## config.mk

```make
export PLATFORM = sky130hd
export DESIGN_NAME = mux_rr_arbiter
export DESIGN_NICKNAME = d
export VERILOG_FILES = /design/src/rtl/mux_arb_pkg.sv /design/src/rtl/rr_pick16.sv /design/src/rtl/mux_rr_arbiter.sv
export SDC_FILE = /design/constraint.sdc
export NUM_CORES = 1
export LEC_CHECK = 0
export ABC_AREA = 1
export CAP_MARGIN = 25
export CORE_UTILIZATION = 55
export DETAILED_ROUTE_END_ITERATION = 16
export GPL_ROUTABILITY_DRIVEN = 0
export PLACE_DENSITY = 0.82
export RECOVER_POWER = 100
export SYNTH_ARGS = -nofsm -noshare
export SYNTH_HDL_FRONTEND = slang
export SYNTH_SLANG_ARGS = --single-unit
```

## constraint.sdc

```tcl
create_clock -name clk -period 7.8 [get_ports clk]
set_input_delay 1.56 -clock clk [delete_from_list [all_inputs] [get_ports clk]]
set_output_delay 1.56 -clock clk [all_outputs]
set_load 0.02 [all_outputs]
```

## src/rtl/mux_arb_pkg.sv

```systemverilog
// rtl/mux_arb_pkg.sv - shared constants and state type for the round-robin mux arbiter
//
// Purpose: sizes of the requester vector, select bus and hold counter, plus
// the two-state arbiter FSM encoding. Imported by rr_pick16 and mux_rr_arbiter.
// Ports: none (package).
package mux_arb_pkg;

  localparam int NREQ   = 16;
  localparam int SEL_W  = 4;
  localparam int HOLD_W = 8;

  typedef enum logic {
    IDLE  = 1'b0,
    GRANT = 1'b1
  } state_e;

endpackage

```

## src/rtl/rr_pick16.sv

```systemverilog
// rtl/rr_pick16.sv - combinational round-robin pick among 16 requesters
//
// Purpose: finds the first set request bit searching last+1, last+2, ...
// wrapping 15->0, so the previous winner ends up with lowest priority.
// Ports:
//   req   [15:0] in  live request vector
//   last  [3:0]  in  index of the previous owner
//   idx   [3:0]  out winning index (meaningful only when found=1)
//   found        out at least one request bit is set
module rr_pick16
  import mux_arb_pkg::*;
(
  input  logic [NREQ-1:0]  req,
  input  logic [SEL_W-1:0] last,
  output logic [SEL_W-1:0] idx,
  output logic             found
);

  logic [SEL_W-1:0]  offset;
  logic [SEL_W-1:0]  pos;
  logic [2*NREQ-1:0] dbl;
  logic [NREQ-1:0]   rot;

  // Rotating right by last+1 puts the highest-priority requester at bit 0,
  // so a plain lowest-bit-first priority encoder does the round-robin search.
  assign offset = last + SEL_W'(1);
  assign dbl    = {req, req};
  assign rot    = dbl[offset +: NREQ];

  always_comb begin
    pos   = '0;
    found = 1'b0;
    for (int i = NREQ - 1; i >= 0; i--) begin
      if (rot[i]) begin
        pos   = SEL_W'(i);
        found = 1'b1;
      end
    end
  end

  // 4-bit addition wraps mod 16, undoing the rotation.
  assign idx = pos + offset;

endmodule

```

## src/rtl/mux_rr_arbiter.sv

```systemverilog
// rtl/mux_rr_arbiter.sv - round-robin owner arbiter driving a 16:1 mux select
//
// Purpose: grants the shared 16:1 selector to one requester at a time, holds
// the select until done, request withdrawal or optional MAX_HOLD expiry,
// then rotates priority so the last owner becomes lowest priority.
// Ports:
//   clk             in  rising-edge clock
//   resetn          in  asynchronous active-low reset
//   req      [15:0] in  request vector, bit i = requester i
//   done            in  release pulse from the current owner
//   sel      [3:0]  out mux select, index of current/last owner
//   gnt      [15:0] out one-hot grant (zero when no grant)
//   gnt_valid       out a grant is active
//   timeout         out one-cycle pulse after a grant is revoked by MAX_HOLD
module mux_rr_arbiter
  import mux_arb_pkg::*;
#(
  parameter int MAX_HOLD = 0
) (
  input  logic             clk,
  input  logic             resetn,
  input  logic [NREQ-1:0]  req,
  input  logic             done,
  output logic [SEL_W-1:0] sel,
  output logic [NREQ-1:0]  gnt,
  output logic             gnt_valid,
  output logic             timeout
);

  state_e            state, state_nx;
  logic [SEL_W-1:0]  last, last_nx;
  logic [SEL_W-1:0]  sel_nx;
  logic [NREQ-1:0]   gnt_nx;
  logic [HOLD_W-1:0] hold_cnt, hold_nx;
  logic              gv_nx;
  logic              to_nx;
  logic              hold_expired;
  logic              release_now;
  logic [SEL_W-1:0]  pick_idx;
  logic              pick_found;

  rr_pick16 u_pick (
    .req   (req),
    .last  (last),
    .idx   (pick_idx),
    .found (pick_found)
  );

  assign hold_expired = (MAX_HOLD != 0) && (hold_cnt == HOLD_W'(MAX_HOLD - 1));
  assign release_now  = done || !req[sel] || hold_expired;

  always_ff @(posedge clk or negedge resetn) begin
    if (!resetn) begin
      state     <= IDLE;
      last      <= SEL_W'(NREQ - 1);
      sel       <= '0;
      gnt       <= '0;
      gnt_valid <= 1'b0;
      timeout   <= 1'b0;
      hold_cnt  <= '0;
    end else begin
      state     <= state_nx;
      last      <= last_nx;
      sel       <= sel_nx;
      gnt       <= gnt_nx;
      gnt_valid <= gv_nx;
      timeout   <= to_nx;
      hold_cnt  <= hold_nx;
    end
  end

  always_comb begin
    state_nx = state;
    last_nx  = last;
    sel_nx   = sel;
    gnt_nx   = gnt;
    gv_nx    = gnt_valid;
    hold_nx  = hold_cnt;
    to_nx    = 1'b0;
    case (state)
      IDLE: begin
        // sel keeps the previous owner while idle; only the grant drops.
        gv_nx  = 1'b0;
        gnt_nx = '0;
        if (pick_found) begin
          sel_nx   = pick_idx;
          gnt_nx   = NREQ'(1) << pick_idx;
          gv_nx    = 1'b1;
          hold_nx  = '0;
          state_nx = GRANT;
        end
      end
      GRANT: begin
        if (release_now) begin
          last_nx  = sel;
          gv_nx    = 1'b0;
          gnt_nx   = '0;
          state_nx = IDLE;
          // Only an expiry that is not pre-empted by done or withdrawal
          // counts as a revocation.
          to_nx    = !done && req[sel];
        end else if (hold_cnt != {HOLD_W{1'b1}}) begin
          hold_nx = hold_cnt + HOLD_W'(1);
        end
      end
      default: state_nx = IDLE;
    endcase
  end

endmodule

```

== Word level (Yosys, flattened, before mapping) ==
Index checks and enable logic that the tools add are counted.
Word-level totals
  flip-flop bits (word level): 27
  output and inout port bits: 22
  logic and storage cells: 63
  bits of input ports: 19
Cells by class
  multiplexer cells: 44
  order comparisons: 1
  equal/unequal tests: 1
  reductions and logical operators: 6
  $add $sub $neg: 2
  shifts and indexed selects: 2
  bitwise logic cells: 1
Operators with widths (count)
  $mux 4: 16
  $mux 16: 2
  $pmux 16 s2: 1
  $shiftx 32x5->16: 1
  $mux 1: 22
  $shl 1x4->16 const A: 1
  $lt 4x5->1 const B: 1
  $add 4x1->4 const B: 1
  $add 4x4->4: 1
  $bmux 1 s4: 1
  $pmux 1 s2: 2
  $reduce_and 2->1: 2
  $logic_not 1->1: 2
  $ne 2x1->1 const B: 1
  $logic_and 1x1->1: 1
  $logic_or 1x1->1: 1
  $not 1->1: 1

== Depth between registers and ports, before layout ==
Gate-level depths: netlist of run 1.
  depth in word-level cells: 22
  gate-level depth with buffers: 33
  gate-level depth less buffers: 32

== Cells and area by module ==
Synthesis of run 1 repeated with hierarchy kept, for this count alone.
Unflattened totals
  cells, all modules: 406
  area total of the unflattened synthesis: 2582.5 um^2
Modules (own cells, without submodules)
  mux_rr_arbiter: area an instance 1380.1 um^2, sequential area each 655.6 um^2, cells each 172, times used 1
  rr_pick16: area an instance 1202.4 um^2, sequential area each 0.0 um^2, cells each 234, times used 1

== Worst setup path after synthesis of run 1 ==
Ideal clock, no wire load.
  kind: in2reg
  from: input req[12]
  to: register sel[3]
  path slack: 3684 ps
  data arrival time: 3992 ps
  setup time: 124 ps
  required time: 7676 ps
  cell stages on the path: 22
  buffers on the path: 0
  path through: nand2_1 > nand3_1 > nand2_1 > inv_1 > nand2_1 > nand2_1 > o21ai_0 > nand2_1 > o21ai_0 > nand2_1 > nand2_1 > nand2_1 > a211oi_1 > ha_1 > a21o_1 > a21oi_1 > xor2_1 > inv_1 > or2_4 > nand2_8 > nor2_8 > o21bai_1
Between the ends
  word-level cells in the longest chain between the ends: 18
  elaborated cells on any way between the ends: 35
  those cells by class: 1 x add/sub; 1 x shift; 32 x mux; 1 x reduce/logical
Ends and longest elaborated chain
  start, declared: RTL line mux_rr_arbiter.sv:22  | input logic [NREQ-1:0] req,
  $shiftx 32x5->16 (*): RTL line rr_pick16.sv:28  | assign rot = dbl[offset +: NREQ];
  $mux 4 or $mux 1 (tied branches) (16 in a row): RTL line rr_pick16.sv:34  | if (rot[i]) begin
  $add 4x4->4 or $reduce_and 2->1 (tied branches)
  end signal, assigned: RTL line mux_rr_arbiter.sv:64  | sel <= sel_nx;
  end, declared: RTL line mux_rr_arbiter.sv:24  | output logic [SEL_W-1:0] sel,
Every way passes the cells marked *; elsewhere a longest branch is shown, timed or not.
A chain may end at the register's enable or synchronous reset.

== Worst setup path after layout of run 1 ==
  from: input req[13]
  to: register sel[3]
Same word-level chain as after synthesis.

==> results of run 1 <==
-- final timing paths --
kind	from	endpoint	slack (ps)	depth (start not counted)
max in group asynchronous	resetn	sel[1]	4990	2
hold / removal	gnt[13]	gnt[13]	480	2
min in group asynchronous	resetn	gnt[6]	1680	1
setup / recovery	req[13]	sel[3]	2740	23
hold reg to reg	gnt[13]	gnt[13]	480	2
setup reg to reg	last[0]	sel[3]	2950	24
-- area by class of cell --
| class | count | area [sq um] | area share (%) |
|---|---|---|---|
| Multi-Input combinational cell | 310 | 1480 | 53.0 |
| Sequential cell | 26 | 656 | 23.5 |
| Timing Repair Buffer | 40 | 394 | 14.1 |
| Inverter | 34 | 130 | 4.66 |
| Tap cell | 50 | 62.6 | 2.24 |
| Clock buffer | 3 | 41.3 | 1.48 |
| Clock inverter | 1 | 30.0 | 1.08 |
-- cell families after synthesis --
| kind of cell | share of synthesized area [%] |
|---|---|
| compound gates | 11.7 |
| fa+ha+maj | 2.59 |
| xor+xnor | 2.07 |
| flops | 27.1 |
| simple gates | 46.5 |
| other cells | 0.155 |
| buf+inv | 9.83 |
-- routing by layer --
layer	routed length, microns	vias to the layer above	share of wire (%)	global-route usage [%]
met3	337	21	5.2	4.33
met1	2880	1155	44	37.1
li1	-	1313	-	-
met4	208	0	3.2	14.8
met2	3040	94	47	51.2
met5	0	-	0	0
-- synthesized netlist by cell type --
master	count	area, sq um
or2_4	1	8.76
nand3_2	3	30.0
nor2_8	1	20.0
inv_2	3	11.3
xor2_1	2	17.5
xnor2_2	1	16.3
o21ai_0	20	100
nand2_2	2	12.5
nand2_1	143	537
ha_1	5	62.6
nand2_8	1	20.0
nand2_4	2	22.5
buf_4	2	15.0
nor2_1	17	63.8
o21ai_1	14	70.1
o21ai_2	1	8.76
a211oi_1	1	7.51
buf_2	5	25.0
o211ai_1	1	7.51
o22ai_1	1	6.26
nand4_1	1	6.26
or2_2	3	18.8
inv_4	1	6.26
a21boi_0	1	7.51
inv_1	27	101
o221ai_1	3	26.3
a21o_1	2	15.0
a31oi_1	1	6.26
clkinv_1	3	11.3
xor2_2	1	16.3
buf_6	6	67.6
o21bai_1	1	7.51
nor2_2	4	25.0
a21oi_1	4	20.0
dfrtp_1	22	551
conb_1	1	3.75
nor3_1	2	10.0
dfstp_2	4	105
nand3_1	70	350
-- stage by stage --
stage	instances	hold WS (ps)	area [sq um]	util [%]
floorplan	383	486	2420	-
global placement	459	467	2760	67.1
detailed placement	460	464	2790	67.8
CTS	464	489	2860	69.5
global route	464	518	2790	67.9
finish	464	485	2790	67.9
-- placed cells by master (no fill, tap or decap), types with 2 or more instances in the layout --
cell type / n
nand2_1: 145
nor2_1: 19
a21oi_1: 4
o21ai_1: 11
nand3_1: 70
clkbuf_8: 3
nand2_2: 2
clkdlybuf4s50_1: 16
clkinv_1: 3
inv_2: 3
nand3_2: 3
dfrtp_1: 22
o21ai_0: 23
xor2_1: 2
inv_1: 27
dlygate4sd3_1: 23
o221ai_1: 3
or2_2: 4
nor3_1: 2
nor2_2: 3
dfstp_2: 4
ha_1: 5
a21o_1: 2
-- critical path, cell delays in order --
cell	delay (ps)
dlygate4sd3_1	570
nand2_1	100
nand3_1	70
nand2_1	120
inv_1	60
nand2_1	50
nand2_1	70
o21ai_0	210
nand2_1	110
o21ai_0	160
nand2_1	70
nand2_1	50
nand2_1	50
a211oi_1	210
ha_1	300
a21o_1	190
a21oi_1	150
xor2_1	160
inv_1	60
or2_2	290
nand2_1	240
nor2_1	170
o21bai_1	180
-- flip-flops by register name (all words and copies together), names as in the netlist --
name / cells
last: 4
gnt_valid: 1
state: 1
gnt: 16
sel: 4
==> metrics.csv, run 1 <==
stage,metric,value,unit
synthesis,Synth Instances,383,
drt,DR vias/cell,5.57,
sta,fmax,198,MHz
sta,Final Skew,5.63,ps
finish,fill count,382,
drt,initial DRC count,181,
die,Initial Util,58.7,%
place,# port buffers,39,
clock_network,Bufs on Longest Clock Path,2,
die,Die ar.,4660,sq um
sta,count of pins over their slew limit,0,
setup_path,Critical Path Fanout Max,10,
clock_network,CTS tree,yes,
clock_network,"Reg clk slew, reported paths",90,ps
die,# rows,23,
drt,total vias in the final route,2583,
synthesis,sequential fraction of the synthesis area,27.1,%
synthesis,post-synth net total,407,
global_route,global-route wire length before repair,10.5,mm
sta,fin crit share,64.9,%
setup_path,critical path required time,7960,ps
die,height of the die,68.3,microns
drt,Routed WL,6.47,mm
drt,first-pass iteration count of the detailed router,5,
run,number of max-cap violations,0,
synthesis,Netlist cell types,39,
synthesis,mapped cell area,2420,sq um
clock_network,cts hold-fix bufs,0,
global_route,total congestion overflow,0,
clock_network,clock sink count,26,
synthesis,Avg Inst Size Synth,6.31,sq um
sta,final setup fails,0,
run_status,status,completed,
sta,worst-margin pin slew,854,ps
clock_network,H-tree levels,1,
synthesis,Yosys reg bits,26,
sta,worst setup margin,2740,ps
synthesis,YS warnings,0,
clock_network,post-cts gate resize count,0,
global_route,vias in the first global route,2434,
sta,RSZ-0062 raised after global routing,no,
finish,share of cells above drive strength 1,6.76,%
setup_path,critical path type,input pin to flip-flop,
setup_path,CP Capture Type,flip-flop,
die,core box area,4120,sq um
die,I/O pin cnt,41,
die,chip width,68.3,microns
hold_path,Hold Path Class,flip-flop to flip-flop,
sta,setup TNS,0,ps
global_route,Tot GR Track Use,30.2,%
place,Final HPWL DP,4.96,mm
clock_network,clock root buffer master,clkbuf_8,
drt,Detail Route Antenna Nets,0,
setup_path,Worst EP arrival,5220,ps
clock_network,Num CTS Buffers,3,
finish,ANT cells,0,
drt,Residual DRC,0,
sta,"Hold Violations, Final",0,
clock_network,Post-CTS Setup Bufs,0,
clock_network,"Clk Latency, worst-skew pair",270,ps
setup_path,crit start category,input pin,
global_route,pin count of the biggest net entering global routing,21,
sta,min Tclk post-route,5060,ps
sta,relative slew slack,43.1,%
place,DP Worst Slack,2830,ps
finish,Area Overhead vs Synth,15.5,%
drt,DR WL/cell,13.9,microns
finish,layout net count,439,
global_route,initial antenna violation count,0,
Power of run 1 is left out: the tool's default activity adds up to more than one toggle a clock period on the data nets, which glitch-free logic cannot reach.
==> inputs of run 2 (changes only) <==
--- a/config.mk
+++ b/config.mk
@@ -7,10 +7,10 @@
 export LEC_CHECK = 0
 export ABC_AREA = 1
 export CAP_MARGIN = 25
-export CORE_UTILIZATION = 55
+export CORE_UTILIZATION = 54
 export DETAILED_ROUTE_END_ITERATION = 16
 export GPL_ROUTABILITY_DRIVEN = 0
-export PLACE_DENSITY = 0.82
+export PLACE_DENSITY = 0.81
 export RECOVER_POWER = 100
 export SYNTH_ARGS = -nofsm -noshare
 export SYNTH_HDL_FRONTEND = slang
==> constraint.sdc (replaced) <==
create_clock -name clk -period 5.25 [get_ports clk]
set_input_delay 1.05 -clock clk [delete_from_list [all_inputs] [get_ports clk]]
set_output_delay 1.05 -clock clk [all_outputs]
set_load 0.02 [all_outputs]
==> run 2 against run 1 <==
  * Cell count stayed put
  * Routed wire length is 1.7% higher
  * Critical endpoint is now gnt[15]
  * Critical path type is now flip-flop to flip-flop
  * Core utilization up 0.22 points
  * Highest routed layer unchanged
==> metrics.csv, run 2 (synthesized netlist as in run 1, its figures left out) <==
stage,metric,value,unit,change
sta,setup TNS,0,ps,unchanged
setup_path,critical path required time,5470,ps,was 7960 ps
drt,Residual DRC,0,,unchanged
clock_network,cts hold-fix bufs,0,,unchanged
sta,RSZ-0062 raised after global routing,no,,unchanged
die,core box area,4140,sq um,was 4120 sq um
drt,Detail Route Antenna Nets,0,,unchanged
finish,ANT cells,0,,unchanged
setup_path,Crit path depth,27,,was 23
clock_network,H-tree levels,1,,unchanged
sta,Final Skew,3.29,ps,was 5.63 ps
setup_path,CP max stage cell,dfstp_2,,was dlygate4sd3_1
setup_path,most frequent CP cell,nand2_1,,unchanged
setup_path,crit start category,flip-flop,,was input pin
drt,Routed WL,6.57,mm,was 6.47 mm
drt,initial DRC count,216,,was 181
clock_network,clock root buffer master,clkbuf_8,,unchanged
finish,most flop-heavy register,gnt,,unchanged
sta,fmax,218,MHz,
drt,DR WL/cell,14.2,microns,was 13.9 microns
finish,layout net count,439,,unchanged
finish,"most common cell after layout, fill and taps aside",nand2_1,,unchanged
finish,top flop regs,"gnt (16), last (4), sel (4)",,unchanged
clock_network,CTS tree,yes,,unchanged
finish,Area Overhead vs Synth,16.7,%,was 15.5%
setup_path,Worst R2R Path Depth,27,,was 24
setup_path,CP Capture Type,flip-flop,,unchanged
setup_path,Critical Path Fanout Max,20,,was 10
sta,worst-margin pin slew,774,ps,was 854 ps
global_route,global-route wire length before repair,10.4,mm,was 10.5 mm
die,chip width,68.9,microns,was 68.3 microns
sta,fin crit share,87.3,%,
run,number of max-cap violations,0,,unchanged
die,height of the die,68.9,microns,was 68.3 microns
finish,final std cells w/o fill,464,,unchanged
finish,share of cells above drive strength 1,7.49,%,was 6.76%
clock_network,"Reg clk slew, reported paths",90,ps,about the same
sta,relative slew slack,48.4,%,was 43.1%
sta,count of pins over their slew limit,0,,unchanged
clock_network,post-cts gate resize count,0,,unchanged
sta,min Tclk post-route,4580,ps,
global_route,pin count of the biggest net entering global routing,21,,unchanged
finish,"commonest non-fill, non-tap cells in the layout","nand2_1, nand3_1, inv_1",,unchanged
clock_network,Bufs on Longest Clock Path,2,,unchanged
clock_network,clock sink count,26,,unchanged
setup_path,Worst path top cell family by delay,simple AND/OR/NAND/NOR gates,,unchanged
clock_network,Post-CTS Setup Bufs,0,,unchanged
clock_network,Num CTS Buffers,3,,unchanged
sta,final setup fails,0,,unchanged
setup_path,crit path buf inv count,4,,was 3
die,# rows,23,,unchanged
setup_path,Worst EP arrival,4800,ps,was 5220 ps
sta,"Hold Violations, Final",0,,unchanged
die,Initial Util,58.3,%,was 58.7%
place,Final HPWL DP,4.99,mm,was 4.96 mm
die,Die ar.,4750,sq um,was 4660 sq um
clock_network,"Clk Latency, worst-skew pair",280,ps,was 270 ps
global_route,Tot GR Track Use,29.9,%,was 30.2%
place,placed cell count,460,,unchanged
setup_path,CP peak stage delay,780,ps,was 570 ps
sta,worst setup margin,668,ps,was 2740 ps
place,# port buffers,39,,unchanged
hold_path,Hold Path Class,flip-flop to flip-flop,,unchanged
place,DP Worst Slack,845,ps,was 2830 ps
global_route,initial antenna violation count,0,,unchanged
drt,total vias in the final route,2644,,"was 2,583"
drt,DR vias/cell,5.70,,was 5.57
setup_path,critical path type,flip-flop to flip-flop,,was input pin to flip-flop
hold_path,Hold Path Stages,2,,unchanged
finish,Largest register FFs,16,,unchanged
global_route,vias in the first global route,2374,,"was 2,434"
global_route,total congestion overflow,0,,unchanged
die,I/O pin cnt,41,,unchanged
run_status,status,completed,,unchanged
drt,first-pass iteration count of the detailed router,5,,unchanged
## run 2: area by class of cell
type	count	area, sq um
clock buffer	3	41.3
clock inverter	1	30.0
fill	375	1320
inverter	34	130
multi-input combinational	310	1510
sequential	26	656
tap	50	62.6
timing repair buffer	40	394
## run 2: stage by stage
| stage | util (%) | hold slack, ps | area (sq um) |
|---|---|---|---|
| after floorplan | - | 486 | 2420 |
| after global placement | 66.7 | 463 | 2760 |
| after detailed placement | 67.0 | 464 | 2780 |
| after CTS | 68.8 | 495 | 2850 |
| after global routing | 68.1 | 511 | 2820 |
| final | 68.1 | 482 | 2820 |
## run 2: routing by layer
layer | track usage [%] | part of all wire, %
met5 | 0 | 0
met4 | 8.42 | 2.0
met3 | 1.64 | 6.6
met2 | 57.2 | 50
met1 | 35.6 | 41
## run 2: final timing paths
path	to	startpoint	slack (ps)
worst max-delay path	gnt[15]	last[0]	670
worst min-delay path	gnt[13]	gnt[13]	480
worst max register to register	gnt[15]	last[0]	670
worst min register to register	gnt[13]	gnt[13]	480
max in group asynchronous	sel[3]	resetn	3000
min in group asynchronous	gnt[15]	resetn	1180
## run 2: worst register-to-register path: cells and delay by family (launching register included)
kind | cells | cell delay, ps
adder cells (fa/ha/maj) | 2 | 820
XOR/XNOR | 1 | 130
AND/OR/NAND/NOR | 15 | 1380
buffers and inverters | 4 | 510
flip-flops | 1 | 780
AO/OA/AOI/OAI | 5 | 910
Power of run 2 is left out for the same reason.
